`src/rtl/exu_issue.sv`:
```
// ID->EX issue stage: selects ALU operands at capture and presents them through a 2-entry skid buffer.
// Optional operand bypass from a late writeback is enabled by defining EXU_BYPASS_EN.
module exu_issue #(
    parameter int WIDTH = 32,
    parameter int OP_W  = 4
) (
    input  logic             clk,
    input  logic             rst,
    input  logic             in_valid,
    output logic             in_ready,
    input  logic [WIDTH-1:0] in_pc,
    input  logic [WIDTH-1:0] in_rs1_data,
    input  logic [WIDTH-1:0] in_rs2_data,
    input  logic [WIDTH-1:0] in_imm,
    input  logic             in_a_sel,
    input  logic [1:0]       in_b_sel,
    input  logic [OP_W-1:0]  in_alu_op,
    input  logic [4:0]       in_rd,
    input  logic             in_rd_wen,
`ifdef EXU_BYPASS_EN
    input  logic [4:0]       in_rs1_idx,
    input  logic [4:0]       in_rs2_idx,
    input  logic             byp_valid,
    input  logic [4:0]       byp_rd,
    input  logic [WIDTH-1:0] byp_data,
`endif
    input  logic             flush,
    output logic             out_valid,
    input  logic             out_ready,
    output logic [WIDTH-1:0] out_a,
    output logic [WIDTH-1:0] out_b,
    output logic [OP_W-1:0]  out_alu_op,
    output logic [WIDTH-1:0] out_pc,
    output logic [4:0]       out_rd,
    output logic             out_rd_wen
);

    typedef enum logic [1:0] {
        EMPTY = 2'd0,
        ONE   = 2'd1,
        TWO   = 2'd2
    } state_t;

    typedef struct packed {
        logic [WIDTH-1:0] a;
        logic [WIDTH-1:0] b;
        logic [OP_W-1:0]  op;
        logic [WIDTH-1:0] pc;
        logic [4:0]       rd;
        logic             wen;
    } entry_t;

    state_t           state;
    state_t           state_nx;
    entry_t           main_q;
    entry_t           skid_q;
    entry_t           cap;
    logic             in_ready_q;
    logic             in_fire;
    logic             out_fire;
    logic             load_main;
    logic             load_skid;
    logic             skid_to_main;
    logic [WIDTH-1:0] rs1_eff;
    logic [WIDTH-1:0] rs2_eff;

`ifdef EXU_BYPASS_EN
    assign rs1_eff = (byp_valid && (byp_rd == in_rs1_idx) && (in_rs1_idx != 5'd0)) ? byp_data : in_rs1_data;
    assign rs2_eff = (byp_valid && (byp_rd == in_rs2_idx) && (in_rs2_idx != 5'd0)) ? byp_data : in_rs2_data;
`else
    assign rs1_eff = in_rs1_data;
    assign rs2_eff = in_rs2_data;
`endif

    // The ready register is preset during reset; gating by rst keeps the port low while reset is held.
    assign in_ready   = in_ready_q & ~rst;
    assign out_valid  = (state != EMPTY);
    assign in_fire    = in_valid & in_ready;
    assign out_fire   = out_valid & out_ready;

    assign out_a      = main_q.a;
    assign out_b      = main_q.b;
    assign out_alu_op = main_q.op;
    assign out_pc     = main_q.pc;
    assign out_rd     = main_q.rd;
    assign out_rd_wen = main_q.wen;

    // Operand selection and rd-enable qualification of the incoming instruction.
    always_comb begin
        cap    = '0;
        cap.a  = in_a_sel ? in_pc : rs1_eff;
        case (in_b_sel)
            2'b00:   cap.b = rs2_eff;
            2'b01:   cap.b = in_imm;
            2'b10:   cap.b = WIDTH'(32'd4);
            2'b11:   cap.b = '0;
            default: cap.b = '0;
        endcase
        cap.op  = in_alu_op;
        cap.pc  = in_pc;
        cap.rd  = in_rd;
        cap.wen = in_rd_wen & (in_rd != 5'd0);
    end

    // Next-state and entry-move decisions for the skid buffer.
    always_comb begin
        state_nx     = state;
        load_main    = 1'b0;
        load_skid    = 1'b0;
        skid_to_main = 1'b0;
        if (flush) begin
            state_nx = EMPTY;
        end else begin
            case (state)
                EMPTY: begin
                    if (in_fire) begin
                        state_nx  = ONE;
                        load_main = 1'b1;
                    end else begin
                        state_nx  = EMPTY;
                    end
                end
                ONE: begin
                    if (in_fire && out_fire) begin
                        load_main = 1'b1;
                    end else if (in_fire) begin
                        state_nx  = TWO;
                        load_skid = 1'b1;
                    end else if (out_fire) begin
                        state_nx  = EMPTY;
                    end else begin
                        state_nx  = ONE;
                    end
                end
                TWO: begin
                    if (out_fire) begin
                        state_nx     = ONE;
                        skid_to_main = 1'b1;
                    end else begin
                        state_nx     = TWO;
                    end
                end
                default: state_nx = EMPTY;
            endcase
        end
    end

    // State, registered ready and entry storage.
    always_ff @(posedge clk) begin
        if (rst) begin
            state      <= EMPTY;
            in_ready_q <= 1'b1;
            main_q     <= '0;
            skid_q     <= '0;
        end else begin
            state      <= state_nx;
            in_ready_q <= (state_nx != TWO);
            if (load_main) begin
                main_q <= cap;
            end else if (skid_to_main) begin
                main_q <= skid_q;
            end
            if (load_skid) begin
                skid_q <= cap;
            end
        end
    end

endmodule

```
`config.mk`:
```
export PLATFORM = sky130hd
export DESIGN_NAME = exu_issue
export DESIGN_NICKNAME = d
export VERILOG_FILES = /design/src/rtl/exu_issue.sv
export SDC_FILE = /design/constraint.sdc
export NUM_CORES = 1
export LEC_CHECK = 0
export CELL_PAD_IN_SITES_DETAIL_PLACEMENT = 0
export CELL_PAD_IN_SITES_GLOBAL_PLACEMENT = 1
export CORE_ASPECT_RATIO = 0.5
export CORE_UTILIZATION = 39
export DETAILED_ROUTE_END_ITERATION = 7
export GPL_TIMING_DRIVEN = 1
export PLACE_DENSITY = 0.85
export SYNTH_ARGS = -nofsm -noshare
export SYNTH_HDL_FRONTEND = slang
export SYNTH_SLANG_ARGS = --single-unit
```
`constraint.sdc`:
```
create_clock -name clk -period 4.2 [get_ports clk]
set_clock_uncertainty 0.15 [all_clocks]
set_input_delay 0.42 -clock clk [delete_from_list [all_inputs] [get_ports clk]]
set_output_delay 0.42 -clock clk [all_outputs]
set_load 0.02 [all_outputs]
```
==> impl_metrics.json, run 1 <==
{
  "viasPerCell": 5.396,
  "p_leak_uw": 0.004417,
  "setup_viol": 0,
  "hp-start": "out_a[29]",
  "core_um2": 24020,
  "final_hold_viol_count": 0,
  "htreeDepth": 1,
  "areaGrowthSynthToFinish_pct": 34.40,
  "synth_fp_nets": 1269,
  "crit_required_ns": 4.45,
  "port_buffers": 253,
  "hold_depth": 2,
  "drt_iter0_drc": 576,
  "syn_area_um2": 9544,
  "fmaxAchievable_mhz": 366.2,
  "clk_latency_ns": 0.50,
  "min_path_type": "reg2reg",
  "ff2ff_setup_slack_ns": 1.59,
  "clk_pin_slew_ns": 0.07,
  "crit_start": "rst",
  "clock_sinks": 215,
  "post_cts_buffers": 0,
  "drt_wl_total_um": 27190,
  "avgSynthCellArea_um2": 8.499,
  "slew_headroom_pct": 30.09,
  "finalSetupTns_ns": 0,
  "cp.arrival_ns": 2.98,
  "syn_inst": 1123,
  "status": "completed",
  "dp_hpwl_um": 17170,
  "gp_congestion": 0.7887,
  "grt_pass1_vias": 8351,
  "die_area_um2": 25140,
  "grt_usage_pct": 20.83,
  "r2r_cells": 5,
  "fin_util_pct": 53.40,
  "end_kind": "flip-flop",
  "r2r-start": "state[1]",
  "fillCellCount": 2230,
  "drv_slew": 0,
  "wl_per_cell_um": 16.66,
  "ctsLongestPathBuffers": 3,
  "synthDistinctLibCells": 35,
  "die_w_um": 223.2,
  "p_per_area_nw_per_um2": 362.8,
  "grt_max_degree": 141,
  "route.detailed.drc": 0,
  "vias": 8806,
  "synth-seq-cells": 215,
  "period_share_pct": 65.02,
  "ioPinCount": 254,
  "ys_warn_count": 0,
  "holdBufCountCts": 0,
  "grt_antenna_before_repair": 1,
  "start_util_pct": 39.73,
  "finalPower_uw": 4654,
  "nets": 1450,
  "cap_violations": 0,
  "tightest_slew_ns": 1.049,
  "dr.pass1.iters": 7,
  "drive_gt1_share_pct": 5.771,
  "worstSetupPathType": "in2reg",
  "synth.yosys.seq_area_share_pct": 45.10,
  "rsz0062_at_grt": "false",
  "crit_fanout": 140,
  "ant_nets": 0,
  "cts_tree": "built",
  "start_kind": "primary input",
  "grt_first_pass_wirelength_um": 43050,
  "overflow": 0,
  "period_minus_slack_ns": 2.731,
  "vdd_ir_drop_max_mv": 0.2229,
  "cts_inserted_buffers": 21,
  "die_y_um": 112.6,
  "rows": 40,
  "cts_root_buf": "clkbuf_16",
  "cts_resized": 0,
  "num_antenna_cells": 0
}
cells in the mapped netlist, drive strengths merged:
master | instances | area, um2
a211o | 31 | 271.5
a211oi | 32 | 240.2
a21o | 2 | 15.01
a21oi | 150 | 750.7
a221oi | 72 | 737.0
a311oi | 1 | 8.760
a31oi | 32 | 200.2
and2b | 1 | 7.510
and4bb | 2 | 25.02
buf | 54 | 311.5
clkbuf | 54 | 202.7
dfxtp | 215 | 4304
inv | 74 | 277.8
mux2 | 1 | 11.26
mux2i | 95 | 950.9
nand2 | 194 | 728.2
nand2b | 1 | 6.260
nand3 | 1 | 5.000
nand3b | 3 | 22.52
nand4bb | 1 | 11.26
nor2 | 92 | 347.8
nor2b | 1 | 6.260
nor3 | 5 | 36.29
o211ai | 2 | 15.01
o21bai | 1 | 7.510
o22a | 1 | 8.760
o31ai | 1 | 7.510
or2 | 2 | 12.51
or4 | 2 | 15.01
layout by cell type, fill, tap and decap left out, types with 21 or more instances in the layout:
cell type / n
clkdlybuf4s50_1: 250
mux2i_1: 95
dfxtp_1: 215
a211oi_1: 32
a31oi_1: 31
a211o_1: 31
inv_1: 74
a221oi_1: 55
nor2_1: 91
a21oi_1: 150
clkbuf_16: 21
nand2_1: 193
per-layer routing:
| metal | global-route usage, % | vias to the layer above | share of wire, % |
|---|---|---|---|
| met1 | 26.88 | 4227 | 44 |
| met3 | 3.586 | 40 | 4.7 |
| met4 | 5.195 | 2 | 2.1 |
| met2 | 36.17 | 244 | 49 |
| li1 | - | 4293 | - |
| met5 | 0 | - | 0.048 |
state kept, by name, indices dropped and copies added (netlist names):
name        flops
out_a          32
out_rd_wen      1
out_rd          5
out_pc         32
out_b          32
in_ready_q      1
out_alu_op      4
state           2
skid_q        106
worst paths after layout:
path,endpoint
setup / recovery,out_pc[19]
hold / removal,out_a[29]
setup reg to reg,skid_q[20]
hold reg to reg,out_a[29]
worst max-delay path, cell delays in order:
cell and delay [ns]:
buf_6 0.73, and4bb_2 0.48, nand2_4 0.72, a21oi_1 0.18
a221oi_1 0.32
report_power, final:
group          leakage [uW]  switching (uW)  internal [uW]
logic               0.00234             323            289
registers           0.00174            24.6           2080
clock network      0.000341             800           1130
total               0.00442            1150           3510
through the flow:
stage / cell area, um2 / hold WS, ns / worst slack (ns) / cells
final: 12830 / 0.3036 / 1.469 / 1632
after global routing: 12830 / 0.3258 / 1.283 / 1632
after global placement: 12140 / 0.2917 / 1.012 / 1596
after CTS: 12830 / 0.3057 / 1.506 / 1632
after floorplan: 9544 / 0.2857 / 2.350 / 1123
after detailed placement: 12140 / 0.2967 / 0.9784 / 1596
cells by family after synthesis:
group / count (synthesis) / share of synthesized area, %
flip-flops: 215 / 45.10
AND/OR/NAND/NOR: 305 / 12.82
buffers and inverters: 182 / 8.298
multiplexers: 96 / 10.08
AO/OA/AOI/OAI: 325 / 23.70
final cells by class:
cell class / count / area (um2) / area share (%)
Timing Repair Buffer: 266 / 2671 / 20.83
Sequential cell: 215 / 4304 / 33.55
Inverter: 74 / 277.8 / 2.165
Clock buffer: 31 / 613.1 / 4.780
Multi-Input combinational cell: 726 / 4488 / 34.99
Clock inverter: 5 / 78.83 / 0.6145
Tap cell: 315 / 394.1 / 3.073
No activity file was read; power rests on OpenSTA's default activity.
==> run 2, diff against run 1 <==
--- a/config.mk
+++ b/config.mk
@@ -8,10 +8,10 @@
 export CELL_PAD_IN_SITES_DETAIL_PLACEMENT = 0
 export CELL_PAD_IN_SITES_GLOBAL_PLACEMENT = 1
 export CORE_ASPECT_RATIO = 0.5
-export CORE_UTILIZATION = 39
+export CORE_UTILIZATION = 32
 export DETAILED_ROUTE_END_ITERATION = 7
 export GPL_TIMING_DRIVEN = 1
-export PLACE_DENSITY = 0.85
+export PLACE_DENSITY = 0.75
 export SYNTH_ARGS = -nofsm -noshare
 export SYNTH_HDL_FRONTEND = slang
 export SYNTH_SLANG_ARGS = --single-unit
==> constraint.sdc (replaced) <==
create_clock -name clk -period 2.4 [get_ports clk]
set_clock_uncertainty 0.15 [all_clocks]
set_input_delay 0.24 -clock clk [delete_from_list [all_inputs] [get_ports clk]]
set_output_delay 0.24 -clock clk [all_outputs]
set_load 0.02 [all_outputs]
==> impl_metrics.json, run 2 (synthesis results as in run 1) <==
{
  "registers.top_by_ff_count": "skid_q",
  "grt_antenna_before_repair": 0,
  "post_cts_buffers": 0,
  "hold_depth": 4,
  "end_kind": "output pin",
  "cts_tree": "built",
  "final_cells": 1739,
  "holdBufCountCts": 0,
  "overflow": 0,
  "die_area_um2": 30560,
  "tightest_slew_ns": 0.8065,
  "areaGrowthSynthToFinish_pct": 38.90,
  "clock_sinks": 215,
  "vdd_ir_drop_max_mv": 0.4098,
  "port_buffers": 253,
  "drt_iter0_drc": 488,
  "setup_viol": 0,
  "rows": 44,
  "p_leak_uw": 0.004593,
  "gp_congestion": 0.7775,
  "ant_nets": 0,
  "drv_slew": 0,
  "grt_first_pass_wirelength_um": 45790,
  "max_stage_delay_ns": 0.54,
  "layout_commonest_cell": "clkdlybuf4s50_1",
  "rsz0062_at_grt": "false",
  "status": "completed",
  "seq_area_um2": 4304,
  "crit_family": "buffers and inverters",
  "clk_pin_slew_ns": 0.06,
  "ioPinCount": 254,
  "crit_required_ns": 2.01,
  "cts_inserted_buffers": 21,
  "htreeDepth": 1,
  "final_area_um2": 13260,
  "place_area_um2": 12600,
  "vias": 8838,
  "largest_register_ffs": 106,
  "die_w_um": 246.2,
  "min_path_type": "in2reg",
  "dr.pass1.iters": 5,
  "final_hold_viol_count": 0,
  "cap_violations": 0,
  "drt_wl_total_um": 29270,
  "clk_latency_ns": 0.51,
  "r2r-end": "out_b[2]",
  "crit_chain": "or2_2, clkdlybuf4s50_1",
  "start_kind": "flip-flop",
  "r2r_cells": 6,
  "grt_usage_pct": 18.63,
  "p_per_area_nw_per_um2": 606.5,
  "ff2ff_setup_slack_ns": 0.33,
  "route.detailed.drc": 0,
  "cts_resized": 0,
  "period_minus_slack_ns": 2.112,
  "layout_common_cells": "clkdlybuf4s50_1 (250), dfxtp_1 (215), nand2_1 (193)",
  "crit_fanout": 6,
  "finalSetupTns_ns": 0,
  "ctsLongestPathBuffers": 3,
  "cts_root_buf": "clkbuf_16",
  "timing.critical_path.buf_inv": 1,
  "core_um2": 29180,
  "multi_input_area_um2": 4483,
  "slew_headroom_pct": 46.23,
  "nets": 1480,
  "placedCellCount": 1702,
  "finalPower_uw": 8040,
  "cp.arrival_ns": 1.72,
  "num_antenna_cells": 0,
  "cpMaxStageDelayCell": "clkdlybuf4s50_1",
  "r2r-start": "state[1]",
  "fillCellCount": 2877,
  "wl_per_cell_um": 16.83,
  "hp-start": "in_b_sel[0]",
  "fmaxAchievable_mhz": 473.6,
  "viasPerCell": 5.082,
  "worstSetupPathType": "reg2out",
  "drive_gt1_share_pct": 7.864,
  "start_util_pct": 32.71,
  "period_share_pct": 87.99,
  "grt_pass1_vias": 8596,
  "die_y_um": 124.1,
  "grt_max_degree": 163,
  "dp_hpwl_um": 19310,
  "worstHoldEndpoint": "skid_q[44]"
}
-- run 2: cell types whose count changed in the layout (fill, tap and decap cells not counted) --
| cell | before | now |
|---|---|---|
| and4bb_1 | 0 | 1 |
| and4bb_2 | 2 | 1 |
| buf_12 | 4 | 16 |
| buf_4 | 9 | 27 |
| bufinv_16 | 2 | 0 |
| clkinv_4 | 0 | 1 |
| clkinvlp_4 | 0 | 2 |
| nand2_2 | 0 | 1 |
| nand2_4 | 1 | 0 |
-- run 2: per-layer routing --
| layer | track usage (%) | share of wire, % |
|---|---|---|
| met5 | 0 | 0 |
| met4 | 5.474 | 2.4 |
| met2 | 34.01 | 51 |
| met3 | 2.995 | 3.3 |
| met1 | 22.66 | 43 |
-- run 2: metrics by stage --
step | hold WS, ns | setup WS [ns] | utilization [%]
2_1_floorplan | 0.1669 | 0.6118 | -
3_3_place_gp | 0.2921 | 0.1689 | 43.19
3_5_place_dp | 0.2969 | 0.02770 | 43.19
4_1_cts | 0.1158 | 0.2594 | 45.43
5_1_grt | 0.1771 | 0.2146 | 45.43
6_report | 0.1356 | 0.2883 | 45.43
-- run 2: worst register-to-register path: stages (launching register included) --
cell and delay, ns:
dfxtp_1 0.35, and4bb_1 0.43, buf_4 0.19, nand2_2 0.08
buf_12 0.20, a21o_1 0.27, a221oi_1 0.29
-- run 2: cell type report --
cell class,instances,share of cell area (%)
repair buffers,296,22.98
multi-input cells,726,33.82
well taps,391,3.690
clock inverters,6,0.3209
inverters,74,2.095
flip-flops and latches,215,32.47
clock buffers,31,4.625
-- run 2: worst max path at each step --
stage / startpoint / end / cells after the start
after global routing: state[0] / out_valid / 2
after floorplan: state[1] / out_b[19] / 7
final: state[0] / out_valid / 2
after CTS: state[0] / out_valid / 2
after detailed placement: in_valid / out_b[2] / 7
after global placement: in_valid / out_a[7] / 7
-- run 2: power breakdown --
part,internal (uW),total (uW),switching [uW]
registers,3650,3690,45.5
clock network,1780,3220,1440
logic,546,1130,581
total,5970,8040,2070
